`src/rtl/regfile_wb_arbiter.sv`:
```
// regfile_wb_arbiter: merges pipeline WB and FIFO-buffered MDU results onto the single register file write port.
module regfile_wb_arbiter #(
  parameter int DEPTH = 4,
  parameter int STARVE_LIMIT = 8
) (
  input  logic                     Clk,
  input  logic                     Reset,
  input  logic                     Pipe_Reg_Write,
  input  logic [4:0]               Pipe_Write_Reg,
  input  logic [31:0]              Pipe_Write_Data,
  input  logic                     Mdu_Valid,
  output logic                     Mdu_Ready,
  input  logic [4:0]               Mdu_Write_Reg,
  input  logic [31:0]              Mdu_Write_Data,
  input  logic [4:0]               Query_Reg,
  output logic                     Query_Pending,
  output logic                     Reg_Write,
  output logic [4:0]               Write_Reg,
  output logic [31:0]              Write_Data,
  output logic                     Pipe_Stall,
  output logic [$clog2(DEPTH):0]   Fifo_Count,
  output logic                     Waw_Error
);
  localparam int AW = $clog2(DEPTH);
  localparam int SW = $clog2(STARVE_LIMIT + 1);
  logic [4:0] dest [DEPTH];
  logic [31:0] data [DEPTH];
  logic [AW-1:0] rd_ptr, wr_ptr;
  logic [AW:0] count;
  logic [SW-1:0] starve;
  logic [DEPTH-1:0] q_hit, w_hit;
  logic pipe_wr, pop, push;
  assign Mdu_Ready = count != (AW+1)'(DEPTH);
  assign pipe_wr = Pipe_Reg_Write && Pipe_Write_Reg != 5'd0;
  assign pop = !pipe_wr && count != '0;
  assign push = Mdu_Valid && Mdu_Ready && Mdu_Write_Reg != 5'd0;
  assign Fifo_Count = count;
  assign Query_Pending = Query_Reg != 5'd0 && |q_hit;
  genvar i;
  generate
    for (i = 0; i < DEPTH; i++) begin : g_ent
      logic [AW-1:0] off;
      logic valid;
      assign off = AW'(i) - rd_ptr;
      assign valid = {1'b0, off} < count;
      assign q_hit[i] = valid && dest[i] == Query_Reg;
      assign w_hit[i] = valid && dest[i] == Pipe_Write_Reg;
    end
  endgenerate
  always_ff @(posedge Clk) begin
    if (push) begin
      dest[wr_ptr] <= Mdu_Write_Reg;
      data[wr_ptr] <= Mdu_Write_Data;
    end
  end
  always_ff @(posedge Clk) begin
    if (Reset) begin
      rd_ptr <= '0;
      wr_ptr <= '0;
      count <= '0;
      starve <= '0;
      Reg_Write <= 1'b0;
      Write_Reg <= '0;
      Write_Data <= '0;
      Pipe_Stall <= 1'b0;
      Waw_Error <= 1'b0;
    end else begin
      if (push) wr_ptr <= wr_ptr + 1'b1;
      if (pop) rd_ptr <= rd_ptr + 1'b1;
      count <= count + {{AW{1'b0}}, push} - {{AW{1'b0}}, pop};
      Reg_Write <= pipe_wr || pop;
      if (pipe_wr) begin
        Write_Reg <= Pipe_Write_Reg;
        Write_Data <= Pipe_Write_Data;
      end else if (pop) begin
        Write_Reg <= dest[rd_ptr];
        Write_Data <= data[rd_ptr];
      end
      // saturates so a long stall cannot wrap the counter back below the limit
      starve <= (count == '0 || pop) ? '0 : (starve != SW'(STARVE_LIMIT)) ? starve + 1'b1 : starve;
      Pipe_Stall <= (count == '0) ? 1'b0 : (starve == SW'(STARVE_LIMIT)) ? 1'b1 : Pipe_Stall;
      Waw_Error <= Waw_Error || (pipe_wr && |w_hit);
    end
  end
endmodule
```
`config.mk`:
```
export PLATFORM = sky130hd
export DESIGN_NAME = regfile_wb_arbiter
export DESIGN_NICKNAME = d
export VERILOG_FILES = /design/src/rtl/regfile_wb_arbiter.sv
export SDC_FILE = /design/constraint.sdc
export NUM_CORES = 1
export LEC_CHECK = 0
export BUFFER_PORTS_ARGS = -buffer_cell sky130_fd_sc_hd__buf_2
export CORE_MARGIN = 1.5
export CORE_UTILIZATION = 35
export CTS_CLUSTER_DIAMETER = 40
export CTS_CLUSTER_SIZE = 10
export DETAILED_ROUTE_END_ITERATION = 10
export HOLD_SLACK_MARGIN = 0.1
export SLEW_MARGIN = 40
export SYNTH_ARGS = -nofsm -noshare
export SYNTH_HDL_FRONTEND = slang
export SYNTH_SLANG_ARGS = --single-unit
```
`constraint.sdc`:
```
create_clock -name Clk -period 2.3 [get_ports Clk]
set_input_delay 0.23 -clock Clk [delete_from_list [all_inputs] [get_ports Clk]]
set_output_delay 0.23 -clock Clk [all_outputs]
set_load 0.03 [all_outputs]
```
# Yosys cells after proc, flatten, opt, wreduce, memory -nomap -nowiden
# Memories as Yosys holds them, arrays and structs flattened. A register that Yosys moved wholly into a read port is not among the register bits.
# Cells that the tools add are included.
[totals]
regBits = 51
latch_bits = 0
ram_bits = 148
romBits = 0
in_bits = 83
output_inout_bits = 45
elab_cells = 73
memories = 2
[memory_table]
columns = ["name", "words", "word_bits", "rd", "rd_ports_with_merged_regs", "wr", "line", "text"]
rows = [
  ["data", 4, 32, 1, 1, 1, "27", "logic [31:0] data [DEPTH];"],
  ["dest", 4, 5, 5, 1, 1, "26", "logic [4:0] dest [DEPTH];"],
]
[classes]
addsub = 9
mul = 0
n_div = 0
n_lt_le_gt_ge = 4
eq_ne = 11
shift = 0
mux = 10
bitwise = 0
reduce_logical = 28
[op_table]
columns = ["op", "count"]
rows = [
  ["2-to-1 mux 32 bit", 2],
  ["== test 5 bit", 8],
  ["nonzero test 5 bit", 3],
  ["logical AND 1 bit", 14],
  ["< comparator 2 x 3 -> 1 bit", 4],
  ["2-to-1 mux 5 bit", 2],
  ["2-to-1 mux 2 bit", 4],
  ["OR reduction 4 bit", 2],
  ["adder 2 x 1 -> 2 bit, second input constant", 2],
  ["adder 4 x 1 -> 4 bit, second input constant", 1],
  ["== test 4 bit, second input constant", 1],
  ["inequality test 4 bit, second input constant", 1],
  ["OR reduction 2 bit", 2],
  ["subtractor 1 x 2 -> 2 bit, first input constant", 2],
  ["subtractor 2 bit, first input constant", 2],
  ["adder 3 x 1 -> 3 bit", 1],
  ["zero test 3 bit", 1],
  ["logical OR 1 bit", 3],
  ["inequality test 3 bit, second input constant", 1],
  ["nonzero test 3 bit", 1],
  ["subtractor 3 x 1 -> 3 bit", 1],
  ["2-to-1 mux 1 bit", 2],
  ["nonzero test 2 bit", 1],
  ["zero test 1 bit", 1],
]

# Depth between registers and ports, before layout
# Gate-level depths: netlist of the first run.
[depth]
word_depth = 6
mapped_depth = 11

# Worst setup path before layout of the first run
# Ideal clock, no wire load.
[synth_timing]
path_kind = "register -> register"
startpoint = "reg count[2], in the netlist Fifo_Count[2]"
endpoint = "reg count[2], in the netlist Fifo_Count[2]"
setup_ns = 0.128
arrival_ns = 2.505
required_ns = 2.172
slack_ns = -0.332
path_stages_with_launch = 12
period_less_slack_ns = 2.632
path_cell_list = "dfxtp_1 clkbuf_1 or3_1 clkbuf_1 and2_1 ha_1 inv_1 ha_1 fa_1 xnor2_1 xnor2_1 nor2_1"
[synth_between]
word_cells_on_any_way = 7
[synth_rtl]
columns = ["element", "line", "text"]
rows = [
  ["from (decl)", "29", "logic [AW:0] count;"],
  ["from (signal assigned)", "70", "count <= count + {{AW{1'b0}}, push} - {{AW{1'b0}}, pop};"],
  ["nonzero test 3 bit", "35", "assign pop = !pipe_wr && count != '0;"],
  ["logical AND 1 bit", "35", ""],
  ["net pop", "32", "logic pipe_wr, pop, push;"],
  ["subtractor 3 x 1 -> 3 bit", "70", ""],
]
# The timed path passes the listed nets, and every way through them passes these cells.
# A chain may end at the register's enable or synchronous reset.

# Worst setup path in the final report of the first run
[layout_timing]
startpoint = "reg count[1], in the netlist Fifo_Count[1]"
endpoint = "out Query_Pending"
[layout_between]
elab_chain_cells = 4
word_cells_on_any_way = 10
[layout_lines]
columns = ["element", "line", "text"]
rows = [
  ["< comparator 2 x 3 -> 1 bit", "45", "assign valid = {1'b0, off} < count;"],
  ["logical AND 1 bit", "46", "assign q_hit[i] = valid && dest[i] == Query_Reg;"],
  ["OR reduction 4 bit (*)", "38", "assign Query_Pending = Query_Reg != 5'd0 && |q_hit;"],
  ["logical AND 1 bit (*)", "38", ""],
  ["to (decl)", "16", "output logic Query_Pending,"],
]
# Every way passes the cells marked *; elsewhere a longest branch is shown, timed or not.

==> impl_metrics.csv, run 1 <==
group,metric,value,unit
outcome,outcome,"complete, but fails checks",
outcome,failed_checks,"setup timing",
setup_path,crit_buf_inv,4,
sta,fin_ws,-111.5,ps
yosys,synth_fp_nets,668,
finish,fillers,2024,
power,p_sw,3.861,mW
setup_path,cp.arrival,2180,ps
yosys,ys_seq_area_share,65.74,%
sta,period_share,104.8,%
sta,min_period,2412,ps
die,core,0.02347,mm²
placed_design,dp_hpwl,13.08,mm
power,clkPwrFrac,32.5,%
drt,drt-wirelength-per-cell,17.75,µm
drt,drt-initial-drc-count,277,
placed_design,place_congestion,0.9416,
grt,grt_max_degree,78,
grt,antenna_found_initial,0,
setup_path,end_kind,"output port",
clocking,max-clock-path-buffers,3,
setup_path,cp_max_fo,4,
power,p_int,8.482,mW
run,max_cap_viol_count,0,
finish,syn_to_final_growth,36.02,%
setup_path,startpoint,"Fifo_Count[1]$_SDFF_PP0_",
setup_path,path_class,"reg2out",
drt,routed_wl,20.24,mm
die,ioPinCount,128,
drt,vias,5587,
drt,drc,0,
die,dieHeight,157.7,µm
power,p_seq_share,37.8,%
sta,hold_viol_final,0,
power,p_per_area,1084,mW/mm²
clocking,cts_made_buffers,30,
sta,fin_setup_tns,-116.6,ps
power,power_frac_comb,29.7,%
setup_path,critPathRequiredTime,2070,ps
power,irDropWorstVdd,559.0,µV
clocking,cts_sinks,201,
power,leakage,4.147,nW
placed_design,port_buffers,127,
drt,ant_nets,0,
yosys,avgSynthCellArea,14.64,µm²
yosys,ys_ff_latch,201,
finish,antenna_cells,0,
placed_design,placed_cells,1011,
clocking,path_clk_slew,50,ps
finish,layout.nets,895,
sta,tightest_slew,611.3,ps
die,die-area,0.02486,mm²
clocking,cts_tree,"done",
grt,grtUsageTotal,16.16,%
setup_path,rr_startpoint,"Fifo_Count[1]$_SDFF_PP0_",
setup_path,worst_path_most_repeated_cell,"buf_6",
yosys,yosys_warnings,0,
clocking,clk_latency,520,ps
finish,fin_util,48.53,%
min_path,hp-class,"in2reg",
sta,rsz0062_at_grt,"yes",
clocking,cts_max_level,1,
sta,slew_headroom,59.25,%
power,power.total,12.34,mW
sta,clock_skew,10.16,ps
sta,clock.fmax,414.7,MHz
die,die_w,157.7,µm
setup_path,critPathTopFamily,"buffers and inverters",
die,initial_core_util,35.68,%
setup_path,worstPathCellList,"buf_6 -> inv_6 -> buf_6 -> ha_4 -> nand2b_4 -> o22ai_4 -> nor4_4 -> nor4_2 -> a21oi_1 -> buf_4",
finish,drive_above_1_share,35.81,%
yosys,synthDistinctLibCells,36,
setup_path,worst_path_max_delay_cell,"dfxtp_2",
yosys,synth_cells,572,
drt,first_pass_iters,5,
sta,setup_viol,2,
yosys,syn-cell-area,0.008374,mm²
setup_path,start_kind,"register",
sta,slew_viol_final,0,
die,num_rows,56,
clocking,cts_root_buf,"clkbuf_16",
drt,via_per_inst,4.901,
setup_path,worst_path_largest_cell_delay,330,ps
grt,grt_pass1_vias,5823,
grt,overflow,0,
grt,grt_pass1_wl,30.97,mm
power,sw_frac_of_total,31.28,%
finish,finalNonFillerCells,1140,
min_path,min_from,"Pipe_Write_Reg[3]",
-- registers in the layout, indices dropped and copies added (netlist names), named ones only --
| register | flops |
|---|---|
| data | 128 |
| Write_Data | 32 |
| dest | 20 |
| Write_Reg | 5 |
| starve | 4 |
| Fifo_Count | 3 |
| rd_ptr | 2 |
| wr_ptr | 2 |
| Pipe_Stall | 1 |
| Reg_Write | 1 |
| Waw_Error | 1 |
-- power by group through the flow --
stage          clock, mW  sequential, mW  combinational (mW)
3_5_place_dp           0            4.72                3.32
4_1_cts             4.11            4.66                3.51
2_1_floorplan          0            4.97                1.99
5_1_grt             4.25            4.71                3.99
3_3_place_gp           0            4.69                3.25
6_report            4.01            4.66                3.67
-- metal layers --
metal | part of all wire [%] | up-vias | global-route usage [%]
met1 | 43 | 2806 | 20.45
met2 | 50 | 159 | 28.24
met4 | 1.7 | 0 | 3.953
met3 | 5.2 | 35 | 3.367
li1 | - | 2587 | -
met5 | 0 | - | 0
-- worst min-delay path, stage by stage --
cell     delay, ps
buf_2           90
buf_4          150
a22oi_1         90
nor2_1          80
-- kinds of logic (layout without fill, tap and decap cells) --
logic type,after synthesis,in the layout,synth area share [%]
fa+ha+maj,13,13,2.032
compound gates,53,53,5.976
simple gates,166,166,8.472
xor+xnor,48,48,5.020
buf+inv,54,303,2.809
flops,201,201,65.74
mux,37,37,9.951
-- layout by cell type (no fill, tap or decap), types with 10 or more instances in the layout --
cell,n
mux4_2,37
xnor2_1,29
clkbuf_16,31
dlygate4sd3_1,71
edfxtp_1,148
nand3_1,10
xor2_1,17
nand2_1,80
a311oi_1,26
nor2_1,48
dfxtp_1,46
buf_4,32
a311oi_2,10
buf_2,125
-- cell type report --
type	instances	area [µm²]	area share, %
clock inverters	17	97.59	0.8568
flip-flops and latches	201	5519	48.45
clock buffers	37	808.3	7.096
well taps	319	399.1	3.504
inverters	14	57.56	0.5053
multi-input cells	317	2828	24.82
repair buffers	235	1682	14.76
-- through the flow --
step	setup WS [ps]	cell area, µm²	hold slack (ps)
finish	-111.5	11390	160.4
global route	-198.2	11390	149.3
CTS	-189.7	11270	128.2
detailed placement	-139.4	9573	451.4
global placement	-92.01	9573	440.1
floorplan	-124.1	8462	328.9
-- cells in the mapped netlist --
cell type  count  area share [%]
dfxtp_1       53              13
buf_1          1           0.045
nand3b_1       1           0.090
o21ba_2        2            0.24
and2_1         5            0.37
nand2b_1       3            0.22
a22oi_1        1           0.090
buf_4          1           0.090
a311oi_2      10             1.8
buf_2         11            0.66
nand2_1       80             3.6
ha_1          12             1.8
a311oi_1      26             2.7
a21oi_1        7            0.42
nand3_1       10            0.60
o21ai_0        1           0.060
or4_4          1            0.13
or4_1          1           0.090
a21boi_0       1           0.090
xnor2_1       31             3.2
nor2_1        48             2.2
or3_1          2            0.15
o21ai_4        1            0.19
buf_6          2            0.27
o41ai_1        1            0.10
fa_1           1            0.24
clkbuf_1      25             1.1
o211a_1        1            0.12
xor2_1        17             1.8
mux4_2        37              10
o22ai_1        2            0.15
edfxtp_1     148              53
nor4_1         9            0.67
inv_1         14            0.63
nor2b_1        3            0.22
nor3_1         3            0.18
-- repair_timing --
action / 4_1_cts / 5_1_grt
setup endpoints to repair: 1 / 2
hold endpoints to repair: 182 / 0
setup buffers: 2 / 4
resized for setup: 16 / 17
hold buffers: 71 / 0
pin swaps: 10 / 12
-- path summary, 6_finish.rpt --
check                              end  slack (ps)  depth (start not counted)
max reg2reg   Fifo_Count[2]$_SDFF_PP0_         -10                         10
min          Write_Reg[3]$_SDFFE_PP0P_         160                          4
min reg2reg       Waw_Error$_SDFF_PP0_         460                          2
max                      Query_Pending        -110                         10
(Power assumes the default switching activity.)
==> run 2, diff against run 1 <==
--- a/config.mk
+++ b/config.mk
@@ -8,6 +8,7 @@
 export BUFFER_PORTS_ARGS = -buffer_cell sky130_fd_sc_hd__buf_2
 export CORE_MARGIN = 1.5
 export CORE_UTILIZATION = 35
+export CTS_BUF_LIST = sky130_fd_sc_hd__clkbuf_4 sky130_fd_sc_hd__clkbuf_8 sky130_fd_sc_hd__clkbuf_16
 export CTS_CLUSTER_DIAMETER = 40
 export CTS_CLUSTER_SIZE = 10
 export DETAILED_ROUTE_END_ITERATION = 10
==> impl_metrics.csv, run 2 (synthesis results as in run 1) <==
group,metric,value,unit
sta,setup_viol,2,
clocking,cts_root_buf,"clkbuf_16",
outcome,outcome,"complete, but fails checks",
drt,first_pass_iters,5,
grt,grt_pass1_vias,5820,
drt,drt-wirelength-per-cell,17.78,µm
finish,antenna_cells,0,
sta,period_share,104.6,%
setup_path,critPathRequiredTime,2070,ps
power,leakage,4.164,nW
finish,layout.nets,895,
sta,hold_viol_final,0,
die,core,0.02347,mm²
min_path,hp-class,"in2reg",
die,die_w,157.7,µm
sta,hold_slack,160.0,ps
setup_path,critPathTopFamily,"buffers and inverters",
finish,final_cell_mix,"148 x edfxtp_1, 125 x buf_2, 80 x nand2_1",
die,initial_core_util,35.68,%
setup_path,cp_max_fo,4,
finish,finalNonFillerCells,1140,
clocking,max-clock-path-buffers,3,
setup_path,crit_buf_inv,4,
setup_path,end_kind,"output port",
clocking,cts_tree,"done",
finish,top_register,"data",
power,p_per_area,1088,mW/mm²
setup_path,rr_startpoint,"Fifo_Count[1]$_SDFF_PP0_",
drt,vias,5598,
drt,via_per_inst,4.911,
outcome,failed_checks,"setup timing",
setup_path,cp.arrival,2180,ps
setup_path,startpoint,"Fifo_Count[1]$_SDFF_PP0_",
finish,top_regs,"data (128), Write_Data (32), dest (20)",
finish,drive_above_1_share,36.42,%
die,die-area,0.02486,mm²
grt,grt_max_degree,78,
run,max_cap_viol_count,0,
setup_path,worst_path_largest_cell_delay,330,ps
setup_path,start_kind,"register",
placed_design,dp_hpwl,13.08,mm
setup_path,worst_path_most_repeated_cell,"buf_6",
sta,rsz0062_at_grt,"yes",
setup_path,worstPathCellList,"buf_6 -> inv_6 -> buf_6 -> ha_4 -> nand2b_4 -> o22ai_4 -> nor4_4 -> nor4_2 -> a21oi_1 -> buf_4",
placed_design,place_congestion,0.9416,
sta,fin_setup_tns,-112.1,ps
placed_design,place_ws,-139.4,ps
setup_path,worst_path_max_delay_cell,"dfxtp_2",
drt,routed_wl,20.27,mm
min_path,min_from,"Pipe_Write_Reg[3]",
clocking,clk_latency,520,ps
power,power.total,12.41,mW
die,ioPinCount,128,
grt,grtUsageTotal,16.17,%
drt,drc,0,
clocking,cts_sinks,201,
clocking,cts_max_level,1,
finish,layout_commonest_cell,"edfxtp_1",
die,num_rows,56,
grt,overflow,0,
power,irDropWorstVdd,557.2,µV
sta,clock_skew,10.38,ps
sta,fin_ws,-106.9,ps
die,dieHeight,157.7,µm
clocking,cts_made_buffers,30,
sta,min_period,2407,ps
setup_path,path_class,"reg2out",
sta,slew_headroom,58.92,%
grt,grt_pass1_wl,30.99,mm
sta,slew_viol_final,0,
finish,largest_reg_flops,128,
placed_design,placed_cells,1011,
clocking,path_clk_slew,50,ps
placed_design,port_buffers,127,
grt,antenna_found_initial,0,
drt,drt-initial-drc-count,259,
drt,ant_nets,0,
sta,tightest_slew,616.2,ps
finish,syn_to_final_growth,36.25,%
sta,clock.fmax,415.5,MHz
[run 2: cell counts in the layout (fill, tap and decap cells not counted)]
No cell type changed its count.
[run 2: metal layers]
layer / up-vias / wire (µm) / GRT usage (%) / part of all wire (%)
li1: 2588 / - / - / -
met1: 2820 / 8695 / 20.47 / 43
met2: 153 / 10200 / 28.26 / 50
met3: 37 / 1027 / 3.367 / 5.1
met4: 0 / 346 / 3.953 / 1.7
met5: - / 0 / 0 / 0
[run 2: what timing repair did]
item,CTS,global route
hold endpoints to repair,182,0
hold buffers,71,0
endpoints found under the setup margin,1,2
resized for setup,16,17
buffers inserted,2,4
pin swaps,10,12
[run 2: report_power, final]
group | switching (mW) | leakage [nW] | internal (mW) | total (mW)
Combinational | 2.09 | 1.91 | 1.59 | 3.67
Clock | 1.53 | 0.455 | 2.54 | 4.07
Sequential | 0.249 | 1.80 | 4.41 | 4.66
[run 2: worst paths after layout]
check                         endpoint  slack (ps)  cells past startpoint
min reg2reg       Waw_Error$_SDFF_PP0_         460                      2
max                      Query_Pending        -110                     10
min          Write_Reg[3]$_SDFFE_PP0P_         160                      4
max reg2reg   Fifo_Count[2]$_SDFF_PP0_         -10                     10
[run 2: worst register-to-register path, cell delays in order, from the launching register on]
cell     delay [ps]
dfxtp_2         320
buf_4           130
or3_4           340
and2_4          160
ha_4            250
inv_2            30
ha_4            150
fa_2            410
xnor2_2         180
xnor2_1         130
nor2_1           60
[run 2: area by class of cell]
cell class | count | area, µm²
Clock buffer | 37 | 827.0
Clock inverter | 17 | 97.59
Fill cell | 2029 | 12060
Inverter | 14 | 57.56
Multi-Input combinational cell | 317 | 2828
Sequential cell | 201 | 5519
Tap cell | 319 | 399.1
Timing Repair Buffer | 235 | 1682
[run 2: stage by stage]
step / cell area, µm² / util (%)
after detailed placement: 9573 / 40.78
final: 11410 / 48.61
after global routing: 11410 / 48.61
after floorplan: 8462 / -
after global placement: 9573 / 40.78
after CTS: 11290 / 48.11
==> run 3, diff against run 2 <==
--- a/config.mk
+++ b/config.mk
@@ -8,7 +8,7 @@
 export BUFFER_PORTS_ARGS = -buffer_cell sky130_fd_sc_hd__buf_2
 export CORE_MARGIN = 1.5
 export CORE_UTILIZATION = 35
-export CTS_BUF_LIST = sky130_fd_sc_hd__clkbuf_4 sky130_fd_sc_hd__clkbuf_8 sky130_fd_sc_hd__clkbuf_16
+export CTS_BUF_LIST = sky130_fd_sc_hd__clkbuf_2
 export CTS_CLUSTER_DIAMETER = 40
 export CTS_CLUSTER_SIZE = 10
 export DETAILED_ROUTE_END_ITERATION = 10
==> impl_metrics.csv, run 3 (synthesis results as in run 1) <==
group,metric,value,unit
outcome,outcome,"complete, but fails checks",
outcome,failed_checks,"setup timing",
drt,drt-wirelength-per-cell,17.49,µm
setup_path,critPathRequiredTime,2070,ps
drt,via_per_inst,4.868,
min_path,hold-path-cell-count,2,
setup_path,worst-r2r-setup-slack,0,ps
clocking,cts_max_level,1,
min_path,min_to,"data[3][27]$_DFFE_PP_",
finish,largest_reg_flops,128,
die,initial_core_util,35.68,%
placed_design,place_congestion,0.9416,
clocking,cts_made_buffers,30,
drt,vias,5662,
grt,grt_pass1_vias,5926,
sta,period_share,116.4,%
power,irDropWorstVdd,503.9,µV
grt,overflow,0,
finish,top_register,"data",
sta,clock.fmax,373.4,MHz
setup_path,worst_path_largest_cell_delay,380,ps
finish,top_regs,"data (128), Write_Data (32), dest (20)",
finish,syn_to_final_growth,31.26,%
clocking,cts_root_buf,"clkbuf_2",
clocking,path_clk_slew,160,ps
drt,ant_nets,0,
clocking,cts_sinks,201,
grt,grtUsageTotal,16.29,%
grt,grt_max_degree,78,
sta,tightest_slew,532.6,ps
power,p_per_area,924.3,mW/mm²
grt,antenna_found_initial,0,
setup_path,end_kind,"output port",
sta,hold_slack,185.7,ps
grt,grt_pass1_wl,31.13,mm
die,ioPinCount,128,
sta,slew_viol_final,0,
placed_design,place_ws,-139.4,ps
finish,layout_commonest_cell,"edfxtp_1",
die,dieHeight,157.7,µm
setup_path,critPathTopFamily,"buffers and inverters",
sta,min_period,2678,ps
sta,fin_ws,-377.8,ps
setup_path,cp.arrival,2450,ps
setup_path,worst_path_max_delay_cell,"dfxtp_2",
die,num_rows,56,
finish,layout.nets,917,
die,die-area,0.02486,mm²
setup_path,reg2reg_depth,10,
power,leakage,4.009,nW
setup_path,cp_max_fo,4,
finish,final_cell_mix,"148 x edfxtp_1, 126 x buf_2, 92 x dlygate4sd3_1",
placed_design,port_buffers,127,
finish,design_area,0.01099,mm²
setup_path,worst_path_most_repeated_cell,"buf_6",
setup_path,worst_r2r_endpoint,"Fifo_Count[2]$_SDFF_PP0_",
setup_path,crit_buf_inv,4,
finish,drive_above_1_share,35.71,%
placed_design,dp_hpwl,13.08,mm
min_path,hp-class,"in2reg",
clocking,clk_latency,790,ps
setup_path,path_class,"reg2out",
run,max_cap_viol_count,0,
setup_path,worstPathCellList,"buf_6 -> inv_6 -> buf_6 -> ha_4 -> nand2b_4 -> o22ai_4 -> nor4_4 -> nor4_2 -> a21oi_1 -> buf_4",
setup_path,rr_startpoint,"Fifo_Count[1]$_SDFF_PP0_",
sta,rsz0062_at_grt,"yes",
clocking,max-clock-path-buffers,3,
drt,drc,0,
setup_path,start_kind,"register",
sta,clock_skew,66.28,ps
sta,slew_headroom,64.49,%
drt,routed_wl,20.34,mm
sta,hold_viol_final,0,
clocking,cts_tree,"done",
placed_design,dpl_cell_area,0.009573,mm²
sta,setup_viol,2,
drt,drt-initial-drc-count,282,
drt,first_pass_iters,4,
sta,fin_setup_tns,-379.8,ps
die,die_w,157.7,µm
die,core,0.02347,mm²
min_path,min_from,"Mdu_Write_Data[27]",
[run 3: cell count changes in the layout (fill, tap and decap cells not counted), sizes merged]
| cell | change |
|---|---|
| dlygate4sd3 | +21 |
| clkinv | +1 |
| diode | +1 |
[run 3: what timing repair did]
action / 4_1_cts / 5_1_grt
hold buffers: 92 / 0
pin swaps: 10 / 15
endpoints found under the hold margin: 197 / 0
buffers inserted: 2 / 4
endpoints found under the setup margin: 1 / 4
resized for setup: 18 / 20
[run 3: per-layer routing]
layer | up-vias | GRT usage (%) | wire length, µm
met1 | 2847 | 20.39 | 8785
met2 | 145 | 28.57 | 10270
met3 | 35 | 3.258 | 914
li1 | 2635 | - | -
met4 | 0 | 4.537 | 369
met5 | - | 0 | 0
[run 3: cell type report]
class / instances / area [µm²]
Tap cell: 319 / 399.1
Timing Repair Buffer: 257 / 1907
Inverter: 14 / 60.06
Fill cell: 2084 / 12480
Clock buffer: 36 / 180.2
Multi-Input combinational cell: 317 / 2823
Clock inverter: 18 / 101.3
Sequential cell: 201 / 5519
Antenna cell: 1 / 2.502
[run 3: report_power, final]
part           switching [mW]  internal [mW]
combinational            2.10           1.65
sequential              0.246           4.40
clock                    1.28          0.481
total                    3.63           6.53
[run 3: stage by stage]
| stage | util (%) | power (mW) | cells |
|---|---|---|---|
| 5_1_grt | 46.82 | 10.77 | 1162 |
| 3_5_place_dp | 40.78 | 8.045 | 1011 |
| 4_1_cts | 46.31 | 10.09 | 1159 |
| 2_1_floorplan | - | 6.962 | 572 |
| 3_3_place_gp | 40.78 | 7.936 | 1011 |
| 6_report | 46.83 | 10.16 | 1163 |
[run 3: worst max path at each step]
stage | start | end | slack (ps) | cells past startpoint
final | Fifo_Count[1]$_SDFF_PP0_ | Query_Pending | -380 | 10
after global routing | rd_ptr[1]$_SDFFE_PP0P_ | Query_Pending | -560 | 9
after CTS | Fifo_Count[1]$_SDFF_PP0_ | Query_Pending | -540 | 9
after detailed placement | Pipe_Write_Reg[2] | Fifo_Count[2]$_SDFF_PP0_ | -140 | 11
after global placement | Pipe_Write_Reg[2] | Fifo_Count[2]$_SDFF_PP0_ | -90 | 11
after floorplan | Fifo_Count[2]$_SDFF_PP0_ | Fifo_Count[2]$_SDFF_PP0_ | -120 | 11
